$ cat src/rtl/audio_frame_sequencer_pkg.sv
// Shared types for the audio frame sequencer: default sample width,
// stereo frame layout and the sequencer state encoding.
package audio_fx_pkg;

    localparam int DATA_W_DEF = 16;

    // Frame layout on the FX bus: right channel in the upper half.
    typedef struct packed {
        logic [DATA_W_DEF-1:0] r;
        logic [DATA_W_DEF-1:0] l;
    } stereo_t;

    typedef enum logic [1:0] {
        COLLECT = 2'd0,
        FX_SEND = 2'd1,
        FX_WAIT = 2'd2,
        PLAY    = 2'd3
    } seq_state_t;

endpackage

$ cat src/rtl/audio_frame_sequencer_watchdog.sv
// FX watchdog: counts cycles while enabled, holds at TIMEOUT-1 and flags
// expiry there; clear returns it to zero.
module fx_watchdog #(
    parameter int TIMEOUT = 1024
) (
    input  logic clk,
    input  logic reset_n,
    input  logic clear,
    input  logic enable,
    output logic expire
);

    localparam int CW = (TIMEOUT > 2) ? $clog2(TIMEOUT) : 1;
    localparam logic [CW-1:0] TERM = CW'(TIMEOUT - 1);

    logic [CW-1:0] count_reg;
    logic [CW-1:0] count_next;

    always_comb begin
        count_next = count_reg;
        if (clear) begin
            count_next = '0;
        end else if (enable && (count_reg != TERM)) begin
            count_next = count_reg + 1'b1;
        end
    end

    always_ff @(posedge clk or negedge reset_n) begin
        if (!reset_n) begin
            count_reg <= '0;
        end else begin
            count_reg <= count_next;
        end
    end

    assign expire = enable && !clear && (count_reg == TERM);

endmodule

$ cat src/rtl/audio_frame_sequencer.sv
// Pairs ADC left/right samples into a stereo frame, routes it through the
// FX stage (or around it) and plays the result to both DAC channels.
module audio_frame_sequencer
    import audio_fx_pkg::*;
#(
    parameter int DATA_W     = DATA_W_DEF,
    parameter int FX_TIMEOUT = 1024,
    parameter int CNT_W      = 24
) (
    input  logic                clk,
    input  logic                reset_n,
    input  logic                mute,
    input  logic                bypass,
    input  logic [DATA_W-1:0]   adc_l_data,
    input  logic                adc_l_valid,
    output logic                adc_l_ready,
    input  logic [DATA_W-1:0]   adc_r_data,
    input  logic                adc_r_valid,
    output logic                adc_r_ready,
    output logic [2*DATA_W-1:0] fx_in_data,
    output logic                fx_in_valid,
    input  logic                fx_in_ready,
    input  logic [2*DATA_W-1:0] fx_out_data,
    input  logic                fx_out_valid,
    output logic                fx_out_ready,
    output logic [DATA_W-1:0]   dac_l_data,
    output logic                dac_l_valid,
    input  logic                dac_l_ready,
    output logic [DATA_W-1:0]   dac_r_data,
    output logic                dac_r_valid,
    input  logic                dac_r_ready,
    output logic                busy,
    output logic [CNT_W-1:0]    frame_count,
    output logic [7:0]          fx_timeouts
);

    seq_state_t state_reg, state_next;

    // run_reg keeps the ADC readies low while reset is asserted.
    logic              run_reg;
    logic              got_l_reg, got_l_next;
    logic              got_r_reg, got_r_next;
    logic [DATA_W-1:0] dry_l_reg, dry_l_next;
    logic [DATA_W-1:0] dry_r_reg, dry_r_next;
    logic [DATA_W-1:0] play_l_reg, play_l_next;
    logic [DATA_W-1:0] play_r_reg, play_r_next;
    logic              dac_l_valid_reg, dac_l_valid_next;
    logic              dac_r_valid_reg, dac_r_valid_next;
    logic [CNT_W-1:0]  frame_count_reg, frame_count_next;
    logic [7:0]        fx_timeouts_reg, fx_timeouts_next;

    logic              in_fx;
    logic              expire;
    logic              play_load;
    logic              l_cap, r_cap;
    logic [DATA_W-1:0] src_l, src_r;

    assign in_fx = (state_reg == FX_SEND) || (state_reg == FX_WAIT);

    fx_watchdog #(
        .TIMEOUT (FX_TIMEOUT)
    ) u_watchdog (
        .clk     (clk),
        .reset_n (reset_n),
        .clear   (!in_fx),
        .enable  (in_fx),
        .expire  (expire)
    );

    // Handshake outputs are decoded from registered state only.
    assign adc_l_ready  = run_reg && (state_reg == COLLECT) && !got_l_reg;
    assign adc_r_ready  = run_reg && (state_reg == COLLECT) && !got_r_reg;
    assign fx_in_valid  = (state_reg == FX_SEND) && !expire;
    assign fx_out_ready = (state_reg == FX_WAIT) && !expire;
    assign fx_in_data   = {dry_r_reg, dry_l_reg};
    assign dac_l_data   = play_l_reg;
    assign dac_r_data   = play_r_reg;
    assign dac_l_valid  = dac_l_valid_reg;
    assign dac_r_valid  = dac_r_valid_reg;
    assign busy         = (state_reg != COLLECT);
    assign frame_count  = frame_count_reg;
    assign fx_timeouts  = fx_timeouts_reg;

    assign l_cap = adc_l_ready && adc_l_valid;
    assign r_cap = adc_r_ready && adc_r_valid;

    always_comb begin
        state_next       = state_reg;
        play_load        = 1'b0;
        src_l            = dry_l_reg;
        src_r            = dry_r_reg;
        got_l_next       = got_l_reg || l_cap;
        got_r_next       = got_r_reg || r_cap;
        dry_l_next       = l_cap ? adc_l_data : dry_l_reg;
        dry_r_next       = r_cap ? adc_r_data : dry_r_reg;
        dac_l_valid_next = dac_l_valid_reg && !dac_l_ready;
        dac_r_valid_next = dac_r_valid_reg && !dac_r_ready;
        frame_count_next = frame_count_reg;
        fx_timeouts_next = fx_timeouts_reg;

        case (state_reg)
            COLLECT: begin
                if (got_l_reg && got_r_reg) begin
                    got_l_next = 1'b0;
                    got_r_next = 1'b0;
                    if (bypass) begin
                        state_next = PLAY;
                        play_load  = 1'b1;
                    end else begin
                        state_next = FX_SEND;
                    end
                end
            end
            FX_SEND: begin
                if (fx_in_valid && fx_in_ready) begin
                    state_next = FX_WAIT;
                end else if (expire) begin
                    state_next = PLAY;
                    play_load  = 1'b1;
                    if (fx_timeouts_reg != 8'hFF) fx_timeouts_next = fx_timeouts_reg + 8'd1;
                end
            end
            FX_WAIT: begin
                if (fx_out_valid && fx_out_ready) begin
                    state_next = PLAY;
                    play_load  = 1'b1;
                    src_l      = fx_out_data[DATA_W-1:0];
                    src_r      = fx_out_data[2*DATA_W-1:DATA_W];
                end else if (expire) begin
                    state_next = PLAY;
                    play_load  = 1'b1;
                    if (fx_timeouts_reg != 8'hFF) fx_timeouts_next = fx_timeouts_reg + 8'd1;
                end
            end
            PLAY: begin
                if (!dac_l_valid_next && !dac_r_valid_next) begin
                    state_next       = COLLECT;
                    frame_count_next = frame_count_reg + 1'b1;
                end
            end
            default: state_next = COLLECT;
        endcase

        // Mute is captured together with the frame, so later toggles do not
        // disturb a frame that is already playing.
        play_l_next = play_l_reg;
        play_r_next = play_r_reg;
        if (play_load) begin
            play_l_next      = mute ? '0 : src_l;
            play_r_next      = mute ? '0 : src_r;
            dac_l_valid_next = 1'b1;
            dac_r_valid_next = 1'b1;
        end
    end

    always_ff @(posedge clk or negedge reset_n) begin
        if (!reset_n) begin
            state_reg <= COLLECT;
        end else begin
            state_reg <= state_next;
        end
    end

    always_ff @(posedge clk or negedge reset_n) begin
        if (!reset_n) begin
            run_reg         <= 1'b0;
            got_l_reg       <= 1'b0;
            got_r_reg       <= 1'b0;
            dry_l_reg       <= '0;
            dry_r_reg       <= '0;
            play_l_reg      <= '0;
            play_r_reg      <= '0;
            dac_l_valid_reg <= 1'b0;
            dac_r_valid_reg <= 1'b0;
            frame_count_reg <= '0;
            fx_timeouts_reg <= '0;
        end else begin
            run_reg         <= 1'b1;
            got_l_reg       <= got_l_next;
            got_r_reg       <= got_r_next;
            dry_l_reg       <= dry_l_next;
            dry_r_reg       <= dry_r_next;
            play_l_reg      <= play_l_next;
            play_r_reg      <= play_r_next;
            dac_l_valid_reg <= dac_l_valid_next;
            dac_r_valid_reg <= dac_r_valid_next;
            frame_count_reg <= frame_count_next;
            fx_timeouts_reg <= fx_timeouts_next;
        end
    end

endmodule
$ cat config.mk
export PLATFORM = sky130hd
export DESIGN_NAME = audio_frame_sequencer
export DESIGN_NICKNAME = d
export VERILOG_FILES = /design/src/rtl/audio_frame_sequencer_pkg.sv /design/src/rtl/audio_frame_sequencer_watchdog.sv /design/src/rtl/audio_frame_sequencer.sv
export SDC_FILE = /design/constraint.sdc
export NUM_CORES = 1
export LEC_CHECK = 0
export BUFFER_PORTS_ARGS = -buffer_cell sky130_fd_sc_hd__buf_4
export CORE_ASPECT_RATIO = 1.2
export CORE_MARGIN = 2
export CORE_UTILIZATION = 51
export CTS_CLUSTER_DIAMETER = 40
export DETAILED_ROUTE_END_ITERATION = 8
export GPL_TIMING_DRIVEN = 0
export PLACE_DENSITY = 0.78
export SETUP_SLACK_MARGIN = 0.05
export SKIP_CTS_REPAIR_TIMING = 1
export SYNTH_ARGS = -nofsm -noshare
export SYNTH_HDL_FRONTEND = slang
export SYNTH_HIERARCHICAL = 1
export SYNTH_SLANG_ARGS = --single-unit
$ cat constraint.sdc
create_clock -name clk -period 4.9 [get_ports clk]
set_clock_uncertainty 0.1 [all_clocks]
set_input_delay 0.98 -clock clk [delete_from_list [all_inputs] [get_ports clk]]
set_output_delay 0.98 -clock clk [all_outputs]
set_load 0.1 [all_outputs]
== Word level (Yosys, flattened, before mapping) ==
Index checks and enable logic that the tools add are counted.

* Latch bits: 0
* Input port bits: 74
* Logic and storage cells: 90
* Memories kept: 0
* Output and inout port bits: 103
* Bits in read-only memories: 0
* Flip-flop bits (word level): 113
* Bits in writable memories: 0

* Divide/modulo/power cells: 0
* Reduce and logical (&&, ||, !) cells: 31
* Multipliers: 0
* Multiplexer cells: 32
* Bitwise operators: 0
* Eq/ne operators: 11
* Shift-type cells: 0
* Add/sub/neg operators: 3
* Magnitude comparators: 0

{| class="wikitable"
|+ Operator list
! cell !! number
|-
| 2-to-1 mux 16 bit || 6
|-
| 2-to-1 mux 8 bit || 4
|-
| adder 24 x 1 -> 24 bit (second input constant) || 1
|-
| 2-to-1 mux 10 bit || 2
|-
| case mux 8 bit (2 select lines) || 1
|-
| logical AND 1 bit || 15
|-
| 2-to-1 mux 2 bit || 6
|-
| 2-to-1 mux 1 bit || 11
|-
| adder 10 x 1 -> 10 bit (second input constant) || 1
|-
| == test 10 bit (second input constant) || 1
|-
| != test 10 bit (second input constant) || 1
|-
| adder 8 x 1 -> 8 bit (second input constant) || 1
|-
| != test 2 bit (second input constant) || 4
|-
| != test 8 bit (second input constant) || 1
|-
| case mux 2 bit (4 select lines) || 1
|-
| logical NOT 1 bit || 7
|-
| == test 2 bit (second input constant) || 2
|-
| AND reduction 2 bit || 2
|-
| nonzero test 2 bit || 2
|-
| logical OR 1 bit || 3
|-
| case mux 1 bit (3 select lines) || 1
|-
| AND reduction 3 bit || 1
|-
| == test 2 x 1 -> 1 bit (second input constant) || 1
|-
| logical NOT 2 bit || 1
|-
| != test 2 x 1 -> 1 bit (second input constant) || 1
|}

== Depth between registers and ports, before layout ==
Gate-level depths: netlist of run 1.

* Word-level depth: 9
* Depth in mapped cells: 12
* Depth with buffers taken out: 8

== Modules after synthesis ==
The synthesis of run 1 kept the hierarchy.

{| class="wikitable"
|+ Modules (own cells, without submodules)
! module !! sequential area each (um2) !! times used !! cells an instance !! area each (um2)
|-
| audio_frame_sequencer || 2577.5 || 1 || 394 || 4702.0
|-
| fx_watchdog || 250.2 || 1 || 60 || 590.6
|}

== Least setup slack after synthesis of run 1 ==
OpenSTA, ideal clock, no wires.

* Path type: reg-to-reg
* Start: reg state_reg[0]
* End: reg play_l_reg[0], in the netlist dac_l_data[0]
* Clock period less this slack: 4.094 ns
* Library setup time: 0.096 ns
* Buffers on the path: 3
* Cell stages (with the launch flop): 12
* Data required time: 4.704 ns
* Data arrival time: 3.898 ns
* Setup slack: 0.806 ns
* Cells stage by stage: dfrtp_1 inv_1 ha_1 inv_1 clkbuf_1 nor4_1 buf_2 nor2b_1 nand2_1 buf_2 mux2i_1 o31ai_1

* Longest elaborated chain between the ends: 9
* Elaborated cells between the ends (all ways): 17
* Classes of those cells: eq/ne: 2; mux: 7; reduce/logical: 8

{| class="wikitable"
|+ RTL lines
! element !! line !! RTL
|-
| from (decl) || audio_frame_sequencer.sv:37 || <nowiki>seq_state_t state_reg, state_next;</nowiki>
|-
| from (signal assigned) || audio_frame_sequencer.sv:160 || <nowiki>state_reg <= state_next;</nowiki>
|-
| == test 2 x 1 -> 1 bit / == test 2 bit (equally long branches) || audio_frame_sequencer.sv:58 || <nowiki>assign in_fx = (state_reg == FX_SEND) || (state_reg == FX_WAIT);</nowiki>
|-
| logical OR 1 bit (*) || audio_frame_sequencer.sv:58 ||
|-
| via in_fx || audio_frame_sequencer.sv:52 || <nowiki>logic in_fx;</nowiki>
|-
| logical AND 1 bit (*) || audio_frame_sequencer_watchdog.sv:36 || <nowiki>assign expire = enable && !clear && (count_reg == TERM);</nowiki>
|-
| via expire || audio_frame_sequencer.sv:53 || <nowiki>logic expire;</nowiki>
|-
| logical NOT 1 bit (*) || audio_frame_sequencer.sv:74 || <nowiki>assign fx_out_ready = (state_reg == FX_WAIT) && !expire;</nowiki>
|-
| logical AND 1 bit (*) || audio_frame_sequencer.sv:74 ||
|-
| via fx_out_ready || audio_frame_sequencer.sv:25 || <nowiki>output logic fx_out_ready,</nowiki>
|-
| logical AND 1 bit (*) || audio_frame_sequencer.sv:124 || <nowiki>if (fx_out_valid && fx_out_ready) begin</nowiki>
|-
| 2-to-1 mux 16 bit || audio_frame_sequencer.sv:124 ||
|-
| 2-to-1 mux 16 bit || audio_frame_sequencer.sv:101 || <nowiki>case (state_reg)</nowiki>
|-
| 2-to-1 mux 16 bit || audio_frame_sequencer.sv:149 || <nowiki>play_l_next = mute ? '0 : src_l;</nowiki>
|-
| to (signal assigned) || audio_frame_sequencer.sv:183 || <nowiki>play_l_reg <= play_l_next;</nowiki>
|-
| to (decl) || audio_frame_sequencer.sv:45 || <nowiki>logic [DATA_W-1:0] play_l_reg, play_l_next;</nowiki>
|}

The timed path passes the listed nets; every way through them passes the cells marked *.
A chain may end at the register's enable or synchronous reset.

== Final worst setup path of run 1 ==
* Start: reg state_reg[0]
* End: out fx_out_ready

* Longest elaborated chain between the ends: 5
* Elaborated cells between the ends (all ways): 6
* Classes of those cells: eq/ne: 2; reduce/logical: 4

{| class="wikitable"
|+ RTL lines
! element !! line
|-
| == test 2 x 1 -> 1 bit / == test 2 bit (equally long branches) || audio_frame_sequencer.sv:58
|-
| logical OR 1 bit (*) || audio_frame_sequencer.sv:58
|-
| via in_fx || audio_frame_sequencer.sv:52
|-
| logical AND 1 bit (*) || audio_frame_sequencer_watchdog.sv:36
|-
| via expire || audio_frame_sequencer.sv:53
|-
| logical NOT 1 bit (*) || audio_frame_sequencer.sv:74
|-
| logical AND 1 bit (*) || audio_frame_sequencer.sv:74
|-
| to (decl) || audio_frame_sequencer.sv:25
|}

Marks and branches as above.

==> run metrics, run 1 <==
final non-filler cell total 789; Antenna Cells 0; period utilization 0.801; EDFF count, synth 0; H-tree depth 4; clock sink count 113; first-pass GRT wire length approximately 22000 um; nets roughly 730; gpl congestion 0.872; Starting DRT DRC Count 182; vias in the first global route ~4400; most frequent cells in the layout buf_4, dfrtp_1, nand2_1; Top FF cell, synth dfrtp_1; Post-synth ARST share 1.00; Post-Syn Area roughly 0.0053 mm^2; DR WL/cell approximately 17 um; die area approximately 0.011 mm^2; placed instance count around 760; layout cell share with drive strength beyond 1 0.403; Avg Inst Size Synth approximately 12 um^2; syn_nets 536; Worst Setup Start Kind flop; initial antenna violation count 0; Max-Cap Viols 0; CP Capture Point fx_out_ready; max incr delay on CP between 0.4 and 0.5 ns; sequential share of the synthesized area 0.534; # IOs ~180; crit path max fanout 10; root buffer cell clkbuf_16; CTS buffer count 17; # fillers slightly below 700; Crit path max-delay family buffers and inverters; outcome finished clean; Core Util, Final 0.737; CP startpoint state_reg[0]; Hold Fails Final Rpt 0; Final HPWL DP between 9000 and 10000 um; PnR Total Power slightly below 0.006 W; Levels on crit path 8; Largest register FFs 24; #FFs+latches synth 113; R2R depth 11; RSZ-0062 raised after global routing no; Clk Latency, worst-skew pair 0.41 ns; total grt overflow 0; Setup TNS 0 ns; vias per inst 5.35; CTS tree built; Slew Viols, Final 0; worst r2r src state_reg[0]; R2R Setup Slk ~1.5 ns; die height around 120 um; clock slew seen by the registers of the worst setup and hold paths 0.05 ns; slew at the pin closest to its max-slew limit between 1 and 1.5 ns; Mapped Cells 454; Placeable Area between 0.01 and 0.015 mm^2; Buffers & Inverters on Critical Path 5; vias around 4200; CP most frequent cell inv_1; library cells used by synthesis 51; Port Buf Inserts about 180; most common cell after layout, fill and taps aside buf_4; die width a little under 100 um; Worst Path Arrival between 2 and 3 ns; largest net degree at the start of global routing around 110; P_leak ~3.7 nW; relative slew slack 0.317; DRC 0; WL final 13300 um; Crit path required time ~3.8 ns; Hold Path Class reg -> reg; Pwr per Cell Area roughly 790 mW/mm^2; # rows 40; Max Root-Sink Buffers 2; # setup viols final 0; post-layout min period between 3 and 4 ns; Initial Util 0.526; Worst IR Drop VDD about 0.00083 V; Routed Antenna Nets 0; synth warn 6; Global Route Usage Sum 0.246; WS Path Type reg -> out; CP Cell Sequence inv_1 > ha_1 > inv_1 > clkbuf_1 > nor4_1 > buf_2 > nor2b_1 > buf_4; area delta synth->final 40.2%; RR Endpoint dac_l_data[11]; First-pass DRT Iterations 4; crit end category primary output; fmax 255 MHz; critical path's slowest cell ha_1
[through the flow]
| stage | instance area [um^2] | setup WS, ns | hold WS (ns) |
|---|---|---|---|
| floorplan | 5290 | 0.806 | 0.418 |
| global placement | 6770 | 1.55 | 0.363 |
| detailed placement | 6770 | 1.49 | 0.369 |
| CTS | 7390 | 0.988 | 0.380 |
| global route | 7420 | 0.848 | 0.413 |
| finish | 7420 | 0.976 | 0.377 |
[per-layer routing]
layer	share of wire	up-vias	global-route usage
met4	0.024	0	0.115
li1	-	2011	-
met2	0.50	131	0.419
met1	0.42	2055	0.293
met5	0	-	0
met3	0.059	22	0.0706
[cells by family after synthesis]
group / share of synthesized area
flip-flops: 0.534
adder cells (fa/ha/maj): 0.0189
AND/OR/NAND/NOR: 0.143
multiplexers: 0.139
XOR/XNOR: 0.0560
buffers and inverters: 0.0279
other: 0.000709
AO/OA/AOI/OAI: 0.0811
[worst min path at each step]
| stage | start | endpoint | slack (ns) | depth (start not counted) |
|---|---|---|---|---|
| after floorplan | u_watchdog/count_reg[5] | u_watchdog/count_reg[5] | 0.42 | 1 |
| after global placement | dac_l_data[10] | dac_l_data[10] | 0.36 | 2 |
| after detailed placement | dac_r_data[4] | dac_r_data[4] | 0.37 | 2 |
| after CTS | dac_r_data[4] | dac_r_data[4] | 0.38 | 2 |
| after global routing | dac_r_data[4] | dac_r_data[4] | 0.41 | 2 |
| final | dac_r_data[4] | dac_r_data[4] | 0.38 | 2 |
[final cells by class]
| cell class | instances | area [um^2] | share of cell area |
|---|---|---|---|
| Sequential cell | 113 | 2830 | 0.381 |
| Multi-Input combinational cell | 308 | 2320 | 0.312 |
| Timing Repair Buffer | 177 | 1350 | 0.182 |
| Clock buffer | 22 | 484 | 0.0653 |
| Tap cell | 126 | 158 | 0.0213 |
| Clock inverter | 10 | 131 | 0.0177 |
| Buffer | 19 | 95.1 | 0.0128 |
| Inverter | 14 | 52.6 | 0.00708 |
[report_power, final]
part | internal, W | leakage (nW) | switching, W | total, W
clock | 0.000848 | 0.306 | 0.000413 | 0.00126
combinational | 0.000735 | 1.94 | 0.00244 | 0.00318
sequential | 0.00120 | 1.42 | 0.000221 | 0.00142
total | 0.00278 | 3.67 | 0.00308 | 0.00586
[Yosys cell counts (3+ instances only)]
cell type    n  area [um^2]
xor2_1      19          166
dfrtp_1    113         2830
nor2_1      18         67.6
clkbuf_1     6         22.5
o31ai_1     33          248
and3_1       4         25.0
nor3_1      10         50.1
a21boi_0     3         22.5
mux2_2      34          383
buf_1        4         15.0
inv_1       14         52.6
o21ai_0      4         20.0
ha_1         8          100
mux2i_1     35          350
buf_2        7         35.0
nor4_2       4         50.1
nor4_1       5         31.3
xnor2_1     13          114
nand3_1     16         80.1
nand4_1      8         50.1
nand2_1     57          214
[worst min-delay path, stage by stage, from the launching register on]
cell     delay, ns
dfrtp_1       0.34
nand2_1       0.05
o31ai_1       0.05
Note: power is estimated with default switching activity, not from simulation.
==> run 2, diff against run 1 <==
clock period = 3.77 ns   (was 4.9 ns; I/O delays follow)
==> run metrics, run 2 (synthesis gave the netlist of run 1 again) <==
outcome finished clean; Sw Share 0.527; Hold WS 0.310 ns; relative slew slack 0.220; logic gate share of total power 0.546; crit path max fanout 10; Port Buf Inserts about 180; placed instance count about 760; Final HPWL DP 9930 um; crit end category primary output; Largest register FFs 24; gpl congestion 0.837; Clk pwr share 0.213; CTS tree built; most frequent cells in the layout buf_4, dfrtp_1, nand2_1; fmax 286 MHz; First-pass DRT Iterations 5; layout cell share with drive strength beyond 1 0.404; area delta synth->final 40.0%; vias in the first global route 4437; period utilization 0.927; slew at the pin closest to its max-slew limit roughly 1.2 ns; Clk Latency, worst-skew pair approximately 0.4 ns; Global Route Usage Sum 0.253; Pwr per Cell Area between 1000 and 1500 mW/mm^2; total grt overflow 0; RSZ-0062 raised after global routing no; sequential share of power 0.241; DRC 0; Worst Setup Start Kind flop; die width ~97 um; initial antenna violation count 0; clock sink count approximately 110; # IOs ~180; largest net degree at the start of global routing 59; Starting DRT DRC Count 209; nets 732; H-tree depth 4; WL final around 14000 um; # fillers 670; root buffer cell clkbuf_16; Antenna Cells 0; final non-filler cell total a little under 800; Placeable Area a little over 0.01 mm^2; # rows 40; P_leak roughly 3.7 nW; clock slew seen by the registers of the worst setup and hold paths ~0.050 ns; Worst IR Drop VDD about 0.00064 V; most common cell after layout, fill and taps aside buf_4; Max-Cap Viols 0; CTS buffer count 17; WS Path Type reg -> out; post-layout min period approximately 3.5 ns; die area 0.0112 mm^2; DR WL/cell 17.3 um; P_int ~0.0036 W; Hold Path Class in -> async; Hold Fails Final Rpt 0; vias per inst 5.48; Max Root-Sink Buffers 2; Worst Path Arrival 2.64 ns; first-pass GRT wire length ~22000 um; Crit path required time around 2.9 ns; Initial Util 0.526; net load switching power 0.00401 W; Setup TNS 0 ns; # setup viols final 0; Routed Antenna Nets 0; vias approximately 4300; Slew Viols, Final 0; die height between 100 and 150 um
==> run 2: layer usage <==
metal / GRT usage / share of wire / up-vias
met1: 0.303 / 0.41 / 2127
met5: 0 / 0 / -
met2: 0.435 / 0.51 / 154
met4: 0.101 / 0.020 / 0
li1: - / - / 2017
met3: 0.0724 / 0.061 / 22
==> run 2: power groups by stage <==
stage | clock [W] | sequential (W) | combinational [W]
floorplan | 0 | 0.00399 | 0.00106
detailed placement | 0 | 0.00185 | 0.00415
global route | 0.00170 | 0.00189 | 0.00432
global placement | 0 | 0.00182 | 0.00409
finish | 0.00162 | 0.00184 | 0.00416
CTS | 0.00164 | 0.00183 | 0.00417
==> run 2: per-stage QoR <==
step	power, W	util	setup slack (ns)	cell area [um^2]
floorplan	0.00505	-	0.0564	5300
global placement	0.00592	0.673	0.605	6770
detailed placement	0.00600	0.676	0.468	6800
CTS	0.00765	0.736	0.184	7410
global route	0.00791	0.737	0.135	7410
finish	0.00761	0.737	0.276	7410
==> run 2: worst paths after layout <==
check / start / end / slack (ns) / cells after the start
hold reg to reg: dac_l_data[10] / dac_l_data[10] / 0.38 / 2
setup reg to reg: state_reg[0] / dac_l_data[13] / 0.48 / 11
max in group asynchronous: reset_n / fx_timeouts[0] / 2.54 / 2
hold / removal: reset_n / dry_l_reg[10] / 0.31 / 1
min in group clk: dac_l_data[10] / dac_l_data[10] / 0.38 / 2
setup / recovery: state_reg[0] / fx_in_valid / 0.28 / 8
==> run 2: worst max-delay path: stages, from the launching register on <==
cell      delay [ns]
dfrtp_1         0.44
inv_1           0.11
ha_2            0.45
inv_1           0.11
clkbuf_1        0.24
nor4_1          0.31
buf_2           0.25
nor2b_1         0.08
buf_4           0.23
==> run 2: cell type report <==
type | instances | area [um^2] | share of cell area
Clock inverter | 10 | 133 | 0.0179
Sequential cell | 113 | 2830 | 0.382
Inverter | 14 | 52.6 | 0.00709
Timing Repair Buffer | 177 | 1350 | 0.182
Clock buffer | 22 | 474 | 0.0640
Tap cell | 126 | 158 | 0.0213
Multi-Input combinational cell | 308 | 2320 | 0.313
Buffer | 19 | 95.1 | 0.0128
